File: config.mk
export PLATFORM = sky130hd
export DESIGN_NAME = cpu_controller
export DESIGN_NICKNAME = d
export VERILOG_FILES = /design/src/rtl/veririsc_pkg.sv /design/src/rtl/phase_counter.sv /design/src/rtl/cpu_controller.sv
export SDC_FILE = /design/constraint.sdc
export NUM_CORES = 1
export LEC_CHECK = 0
export BUFFER_PORTS_ARGS = -buffer_cell sky130_fd_sc_hd__buf_2
export CORE_UTILIZATION = 28
export CTS_BUF_LIST = sky130_fd_sc_hd__clkbuf_4
export DETAILED_ROUTE_END_ITERATION = 10
export GPL_ROUTABILITY_DRIVEN = 0
export GPL_TIMING_DRIVEN = 0
export SKIP_LAST_GASP = 1
export SLEW_MARGIN = 25
export SYNTH_ARGS = -nofsm -noshare
export SYNTH_HDL_FRONTEND = slang
export SYNTH_SLANG_ARGS = --single-unit
File: constraint.sdc
create_clock -name clk -period 2.9 [get_ports clk]
set_input_delay 0.145 -clock clk [delete_from_list [all_inputs] [get_ports clk]]
set_output_delay 0.145 -clock clk [all_outputs]
set_load 0.05 [all_outputs]
File: src/rtl/veririsc_pkg.sv
// Shared definitions for the VeriRISC CPU: opcode and phase encodings plus
// the bundle of control strobes produced by the controller.
package veririsc_pkg;

  localparam int OPCODE_W = 3;
  localparam int PHASE_W  = 3;

  typedef logic [OPCODE_W-1:0] opcode_t;

  localparam opcode_t HLT = 3'd0;
  localparam opcode_t SKZ = 3'd1;
  localparam opcode_t ADD = 3'd2;
  localparam opcode_t AND = 3'd3;
  localparam opcode_t XOR = 3'd4;
  localparam opcode_t LDA = 3'd5;
  localparam opcode_t STO = 3'd6;
  localparam opcode_t JMP = 3'd7;

  typedef enum logic [PHASE_W-1:0] {
    INST_ADDR  = 3'd0,
    INST_FETCH = 3'd1,
    INST_LOAD  = 3'd2,
    IDLE       = 3'd3,
    OP_ADDR    = 3'd4,
    OP_FETCH   = 3'd5,
    ALU_OP     = 3'd6,
    STORE      = 3'd7
  } phase_e;

  typedef struct packed {
    logic sel;
    logic rd;
    logic ld_ir;
    logic inc_pc;
    logic ld_pc;
    logic ld_ac;
    logic wr;
    logic data_e;
    logic halt;
  } ctrl_t;

  // Instructions that fetch an operand from memory into the accumulator.
  function automatic logic is_aluop(input opcode_t op);
    return (op == ADD) || (op == AND) || (op == XOR) || (op == LDA);
  endfunction

endpackage

File: src/rtl/phase_counter.sv
// Free-running 3-bit instruction phase counter; freezes while hold_i is high.
module phase_counter
  import veririsc_pkg::*;
(
  input  logic   clk,
  input  logic   rst_n,
  input  logic   hold_i,
  output phase_e phase_o
);

  phase_e phase_q, phase_d;

  always_comb begin
    phase_d = phase_q;
    if (!hold_i) phase_d = phase_e'(phase_q + 1'b1);
  end

  // NOTE: sequential state uses non-blocking assignments so every flop
  // samples pre-edge values regardless of process ordering.
  always_ff @(posedge clk or negedge rst_n) begin
    if (!rst_n) phase_q <= INST_ADDR;
    else        phase_q <= phase_d;
  end

  assign phase_o = phase_q;

endmodule

File: src/rtl/cpu_controller.sv
// VeriRISC instruction sequencer: phase counter, halted flag and the
// combinational per-phase strobe decode.
module cpu_controller
  import veririsc_pkg::*;
(
  input  logic                clk,
  input  logic                rst,
  input  logic [OPCODE_W-1:0] opcode,
  input  logic                zero,
  output logic                sel,
  output logic                rd,
  output logic                ld_ir,
  output logic                inc_pc,
  output logic                ld_pc,
  output logic                ld_ac,
  output logic                wr,
  output logic                data_e,
  output logic                halt,
  output logic [PHASE_W-1:0]  phase
);

  phase_e phase_cur;
  logic   halted_q, halted_d;
  ctrl_t  ctrl;
  logic   aluop;

  assign aluop = is_aluop(opcode);

  // Holding on halted_d keeps phase at OP_ADDR on the very edge that halts.
  phase_counter u_phase_counter (
    .clk     (clk),
    .rst_n   (rst),
    .hold_i  (halted_d),
    .phase_o (phase_cur)
  );

  always_ff @(posedge clk or negedge rst) begin
    if (!rst) halted_q <= 1'b0;
    else      halted_q <= halted_d;
  end

  always_comb begin
    halted_d = halted_q;
    if (phase_cur == OP_ADDR && opcode == HLT) halted_d = 1'b1;
  end

  always_comb begin
    // NOTE: defaulting the whole strobe bundle first means no path through
    // the case can leave a bit unassigned, so no latch is inferred.
    ctrl = '0;
    if (halted_q) begin
      ctrl.halt = 1'b1;
    end else begin
      unique case (phase_cur)
        INST_ADDR:  ctrl.sel = 1'b1;
        INST_FETCH: begin
          ctrl.sel = 1'b1;
          ctrl.rd  = 1'b1;
        end
        INST_LOAD, IDLE: begin
          ctrl.sel   = 1'b1;
          ctrl.rd    = 1'b1;
          ctrl.ld_ir = 1'b1;
        end
        OP_ADDR: begin
          ctrl.inc_pc = 1'b1;
          ctrl.halt   = (opcode == HLT);
        end
        OP_FETCH:   ctrl.rd = aluop;
        ALU_OP: begin
          ctrl.rd     = aluop;
          ctrl.inc_pc = (opcode == SKZ) && zero;
          ctrl.ld_pc  = (opcode == JMP);
          ctrl.data_e = (opcode == STO);
        end
        STORE: begin
          ctrl.rd     = aluop;
          ctrl.ld_pc  = (opcode == JMP);
          ctrl.ld_ac  = aluop;
          ctrl.wr     = (opcode == STO);
          ctrl.data_e = (opcode == STO);
        end
        default: ctrl = '0;
      endcase
    end
  end

  assign sel    = ctrl.sel;
  assign rd     = ctrl.rd;
  assign ld_ir  = ctrl.ld_ir;
  assign inc_pc = ctrl.inc_pc;
  assign ld_pc  = ctrl.ld_pc;
  assign ld_ac  = ctrl.ld_ac;
  assign wr     = ctrl.wr;
  assign data_e = ctrl.data_e;
  assign halt   = ctrl.halt;
  assign phase  = phase_cur;

endmodule

## Word level (Yosys, flattened, before mapping)

Cells that the tools add are included.

- Output and inout bits: 12
- Bits in registers: 4
- Input bits: 6
- Word-level logic and storage cells: 40

- Eq/ne operators: 14
- Muxes and demuxes: 11
- Add/subtract/negate cells: 1
- Reductions and logical operators: 12

Operator list:

| operator | count |
|---|---|
| $eq A3 B3 Y1 const B | 8 |
| $eq A3 B2 Y1 const B | 4 |
| $mux W8 | 1 |
| $mux W1 | 7 |
| $eq A3 B1 Y1 const B | 2 |
| $logic_not A3 Y1 | 2 |
| $reduce_or A3 Y1 | 2 |
| $pmux W1 S2 | 2 |
| $reduce_or A2 Y1 | 2 |
| $reduce_or A4 Y1 | 1 |
| $add A3 B1 Y3 const B | 1 |
| $logic_or A1 B1 Y1 | 3 |
| $logic_and A1 B1 Y1 | 2 |
| $mux W2 | 1 |

## Logic depth before layout (Yosys ltp)

- Depth in word-level cells: 6
- Mapped depth: 5
- Depth with buffers taken out: 5

## Hierarchy

A second synthesis with hierarchy kept.

- Cell total of the unflattened synthesis: 27
- Area, all modules: 274.0 um2

By module, submodules not included:

| module | instances | sequential area each (um2) | cells each | area each (um2) |
|---|---|---|---|---|
| cpu_controller | 1 | 25.0 | 19 | 140.1 |
| phase_counter | 1 | 75.1 | 8 | 133.9 |

## Worst setup path before layout

OpenSTA, ideal clock, no wires.

- Path kind: register -> output
- Start point: register u_phase_counter.phase_q[1], in the netlist u_phase_counter.phase_o[1]
- End point: output port ld_pc
- Buffers on the path: 0
- Path slack: -81 ps
- Arrival: 2836 ps
- Data required time: 2755 ps
- Cell stages (with the launch flop): 5
- Cell sequence: dfrtp_1 > ha_1 > ha_1 > a21oi_1 > nor4b_1

- Word-level cells in the longest chain between the ends: 4
- Elaborated cells on any way between the ends: 5
- Classes of those cells: eq/ne (2); mux (2); reduce/logical (1)

Ends and longest elaborated chain:

| what | RTL line | text |
|---|---|---|
| from (decl) | phase_counter.sv:11 | `phase_e phase_q, phase_d;` |
| from (signal assigned) | phase_counter.sv:22 | `else phase_q <= phase_d;` |
| $eq A3 B3 Y1 | cpu_controller.sv:54 | `unique case (phase_cur)` |
| $reduce_or A2 Y1 (no line) * | n/a |  |
| $mux W1 * | n/a |  |
| $mux W8 * | cpu_controller.sv:51 | `if (halted_q) begin` |
| to (decl) | cpu_controller.sv:14 | `output logic ld_pc,` |

Mark *: on every way between the ends. The rest lies on a longest branch, timed or not.

## Worst setup path after layout

- Start point: register u_phase_counter.phase_q[0], in the netlist u_phase_counter.phase_o[0]
- End point: output port rd

- Word-level cells in the longest chain between the ends: 4
- Elaborated cells on any way between the ends: 10
- Classes of those cells: eq/ne (6); mux (2); reduce/logical (2)

Ends and longest elaborated chain:

| what | RTL line | text |
|---|---|---|
| $eq A3 B3 Y1, or another cell as far along | cpu_controller.sv:54 |  |
| $reduce_or A3 Y1 (no line) | n/a |  |
| $pmux W1 S2 * | cpu_controller.sv:54 |  |
| $mux W8 * | cpu_controller.sv:51 |  |
| to (decl) | cpu_controller.sv:11 | `output logic rd,` |

Marks and branches as above.

==> flow_summary.rst <==
.. list-table::
   :header-rows: 1

   * - Metric
     - Value
   * - Via count of the first global-routing pass
     - 322
   * - Detail-routed via count per cell
     - 4.68
   * - Number of register bits inferred by synthesis
     - 4
   * - Xor and xnor area share after synthesis
     - 0.0459
   * - Post-Synthesis Net Count
     - 55
   * - Sink Count
     - 4
   * - Total wire length
     - 767 um
   * - Die Height
     - 38.9 um
   * - Crit path kind
     - flop to output port
   * - Routed wire per std cell
     - 9.96 um
   * - Simple-gate portion of the synthesized area
     - 0.193
   * - Worst-path fanout max
     - 5
   * - Drt initial violations
     - 3
   * - Min cycle time layout
     - 1.95 ns
   * - TritonCTS clock tree
     - built
   * - Kind of end point of the critical path
     - output port
   * - Wire length of the first global-routing pass
     - 1.29 mm
   * - Chain of cells forming the critical path
     - inv_1, ha_1, or2_2, a21oi_1, a211oi_1, buf_2
   * - Relative slew slack
     - 0.798
   * - Share of synthesized cell area in full adder, half adder and majority cells
     - 0.230
   * - Gate count of the mapped netlist
     - 42
   * - Horizontal die dimension
     - 38.9 um
   * - Core region area
     - 0.00119 mm^2
   * - Diodes inserted
     - 0
   * - Total iterations of the first detailed-routing run
     - 4
   * - Startpoint of the most critical register-to-register path
     - u_phase_counter.phase_o[0]
   * - Clock Latency Late Sink
     - 0.23 ns
   * - Mux cell area share after synthesis
     - 0.0393
   * - Number of levels the H-tree was split into
     - 1
   * - HPWL Detailed
     - 605 um
   * - Clock-pin slew of the registers on the worst-case setup and hold paths
     - 0.04 ns
   * - Critical Path Max Stage Delay
     - 0.38 ns
   * - Starting density of the core
     - 0.322
   * - Area growth from synthesis to final layout
     - 37.0%
   * - Pin count of the biggest net entering global routing
     - 11
   * - Final clock period utilization by the worst path
     - 0.674
   * - Final Hold Vio Count
     - 0
   * - Proportion of synthesized flip-flops having asynchronous set or reset
     - 1.00
   * - # IOs
     - 18
   * - Post-route ant nets
     - 0
   * - Clock Tree Root
     - sky130_fd_sc_hd__clkbuf_4
   * - Top cells by count, synth
     - 7 x sky130_fd_sc_hd__ha_1, 4 x sky130_fd_sc_hd__a21oi_1, 4 x sky130_fd_sc_hd__dfrtp_1, 4 x sky130_fd_sc_hd__inv_1, 3 x sky130_fd_sc_hd__o21ai_0
   * - Data required time at the worst endpoint
     - 2.76 ns
   * - Fraction of post-synthesis cell area in the top cell type by area
     - 0.262
   * - Die area
     - 0.00151 mm^2
   * - Max-cap check violation count
     - 0
   * - Path category of the worst min-delay check
     - input port to async pin
   * - Combinational family with the most area after synthesis
     - adder cells
   * - Number of clock buffers inserted by TritonCTS
     - 3
   * - Number of antenna violations at the first check in global routing
     - 0
   * - Area leader, netlist
     - sky130_fd_sc_hd__dfrtp_1
   * - Post-route DRC violation count
     - 0
   * - Netlist area before placement
     - 382 um^2
   * - Clock skew
     - 0.000347 ns
   * - Slowest CP cell
     - sky130_fd_sc_hd__dfrtp_1
   * - Upper clock frequency limit
     - 512 MHz
   * - Critical Path Start Type
     - flop
   * - Layout cell share with drive strength beyond 1
     - 0.413
   * - Tightest Pin Transition
     - 0.302 ns
   * - Sequential share of the synthesized area
     - 0.262
   * - Result of the run
     - finished, final reports clean
   * - Final nets
     - 78
   * - WP data arrival
     - 1.81 ns
   * - Yosys warnings
     - 0
   * - Grt total ovfl
     - 0
   * - Global Route Usage Sum
     - 0.132
   * - Buffer levels on the longest clock path
     - 2
   * - Cell variety after synth
     - 22
   * - Number of gates resized after cts
     - 0
   * - Most common cell in the synthesized netlist
     - sky130_fd_sc_hd__ha_1
   * - Per-instance average area after synthesis
     - 9.09 um^2
   * - Post-synth EDFFs
     - 0
   * - RSZ-0062 raised after global routing
     - false
   * - Standard-cell rows
     - 12
   * - Final max-slew violation count
     - 0
   * - Final setup violation count
     - 0
   * - Via count
     - 360
   * - Launch point of the critical path
     - u_phase_counter.phase_o[0]
   * - Fill cells
     - 132
   * - Top area cells in the synthesized netlist
     - sky130_fd_sc_hd__dfrtp_1 26%, sky130_fd_sc_hd__ha_1 23%, sky130_fd_sc_hd__a21oi_1 5.2%
   * - Share of the synthesized area in compound gates (AO/OA/AOI/OAI)
     - 0.177
   * - Total Negative Setup Slacks
     - 0 ns
   * - Input/output buffers
     - 17
   * - Top_reg_cell synth
     - sky130_fd_sc_hd__dfrtp_1
## flip-flops by register name, indices dropped and copies added, names as in the netlist
register                 flops
halted_q                     1
u_phase_counter.phase_o      3
## placed cells by master, fill, tap and decap left out
| master | n |
|---|---|
| sky130_fd_sc_hd__a211oi_1 | 1 |
| sky130_fd_sc_hd__a21oi_1 | 4 |
| sky130_fd_sc_hd__a21oi_2 | 1 |
| sky130_fd_sc_hd__a41oi_1 | 1 |
| sky130_fd_sc_hd__buf_2 | 18 |
| sky130_fd_sc_hd__clkbuf_4 | 3 |
| sky130_fd_sc_hd__dfrtp_1 | 4 |
| sky130_fd_sc_hd__dlygate4sd3_1 | 1 |
| sky130_fd_sc_hd__ha_1 | 7 |
| sky130_fd_sc_hd__inv_1 | 4 |
| sky130_fd_sc_hd__mux2_4 | 1 |
| sky130_fd_sc_hd__nand2_1 | 2 |
| sky130_fd_sc_hd__nand2b_1 | 1 |
| sky130_fd_sc_hd__nor2_1 | 2 |
| sky130_fd_sc_hd__nor2b_1 | 1 |
| sky130_fd_sc_hd__nor3_1 | 2 |
| sky130_fd_sc_hd__nor4_1 | 1 |
| sky130_fd_sc_hd__nor4b_2 | 2 |
| sky130_fd_sc_hd__o21a_1 | 1 |
| sky130_fd_sc_hd__o21ai_0 | 3 |
| sky130_fd_sc_hd__or2_2 | 1 |
| sky130_fd_sc_hd__xnor2_1 | 1 |
| sky130_fd_sc_hd__xor2_1 | 1 |
## critical path, delay by kind of cell, from the launching register on
family	cells	cell delay [ns]
and+or+nand+nor	1	0.30
DFF	1	0.38
AOI/OAI and AO/OA	2	0.29
buffers and inverters	2	0.34
adders and majority gates	1	0.27
## final timing paths
path	slack, ns	endpoint	cells past startpoint
worst max-delay path	0.95	rd	6
worst min-delay path	0.26	u_phase_counter.phase_o[1]	2
worst max register to register	1.26	u_phase_counter.phase_o[1]	5
worst min register to register	0.59	u_phase_counter.phase_o[1]	1
max in group asynchronous	2.53	u_phase_counter.phase_o[2]	2
min in group clk	0.38	u_phase_counter.phase_o[2]	4
## logic make-up after synthesis
group	after synthesis
AOI/OAI and AO/OA	11
adders and majority gates	7
buffers and inverters	5
and+or+nand+nor	12
DFF	4
xor gates and xnor gates	2
muxes	1
## per-stage QoR
stage               setup slack (ns)  utilization  cells  hold slack, ns  cell area (um^2)
floorplan                     0.0573            -     42          -0.151               388
global placement                1.19        0.414     73         -0.0497               490
detailed placement              1.19        0.414     73         -0.0499               490
CTS                            0.932        0.441     77           0.230               523
global route                   0.778        0.441     77           0.264               523
finish                         0.946        0.441     77           0.255               523
## timing repair
action                                  CTS  global route
hold endpoints to repair                  4             0
endpoints found under the setup margin    0             0
hold buffers                              1             0
setup buffers                             0             0
## area by class of cell
type | instances | area [um^2] | share of cell area
Buffer | 1 | 5.00 | 0.00957
Clock buffer | 3 | 22.5 | 0.0431
Inverter | 4 | 15.0 | 0.0287
Multi-Input combinational cell | 33 | 268 | 0.512
Sequential cell | 4 | 100 | 0.191
Tap cell | 14 | 17.5 | 0.0335
Timing Repair Buffer | 18 | 95.1 | 0.182
## per-layer routing
metal  wire length, um  global-route usage  part of all wire  vias to the layer above
li1                  -                   -                 -                      191
met1               367               0.160              0.48                      160
met2               379               0.192              0.49                        9
met3                20              0.0347             0.026                        0
met4                 0               0.103                 0                        0
met5                 0                   0                 0                        -
Power is not shown: default switching activity piles up to over one toggle a cycle in this logic, so the estimate is an artifact.
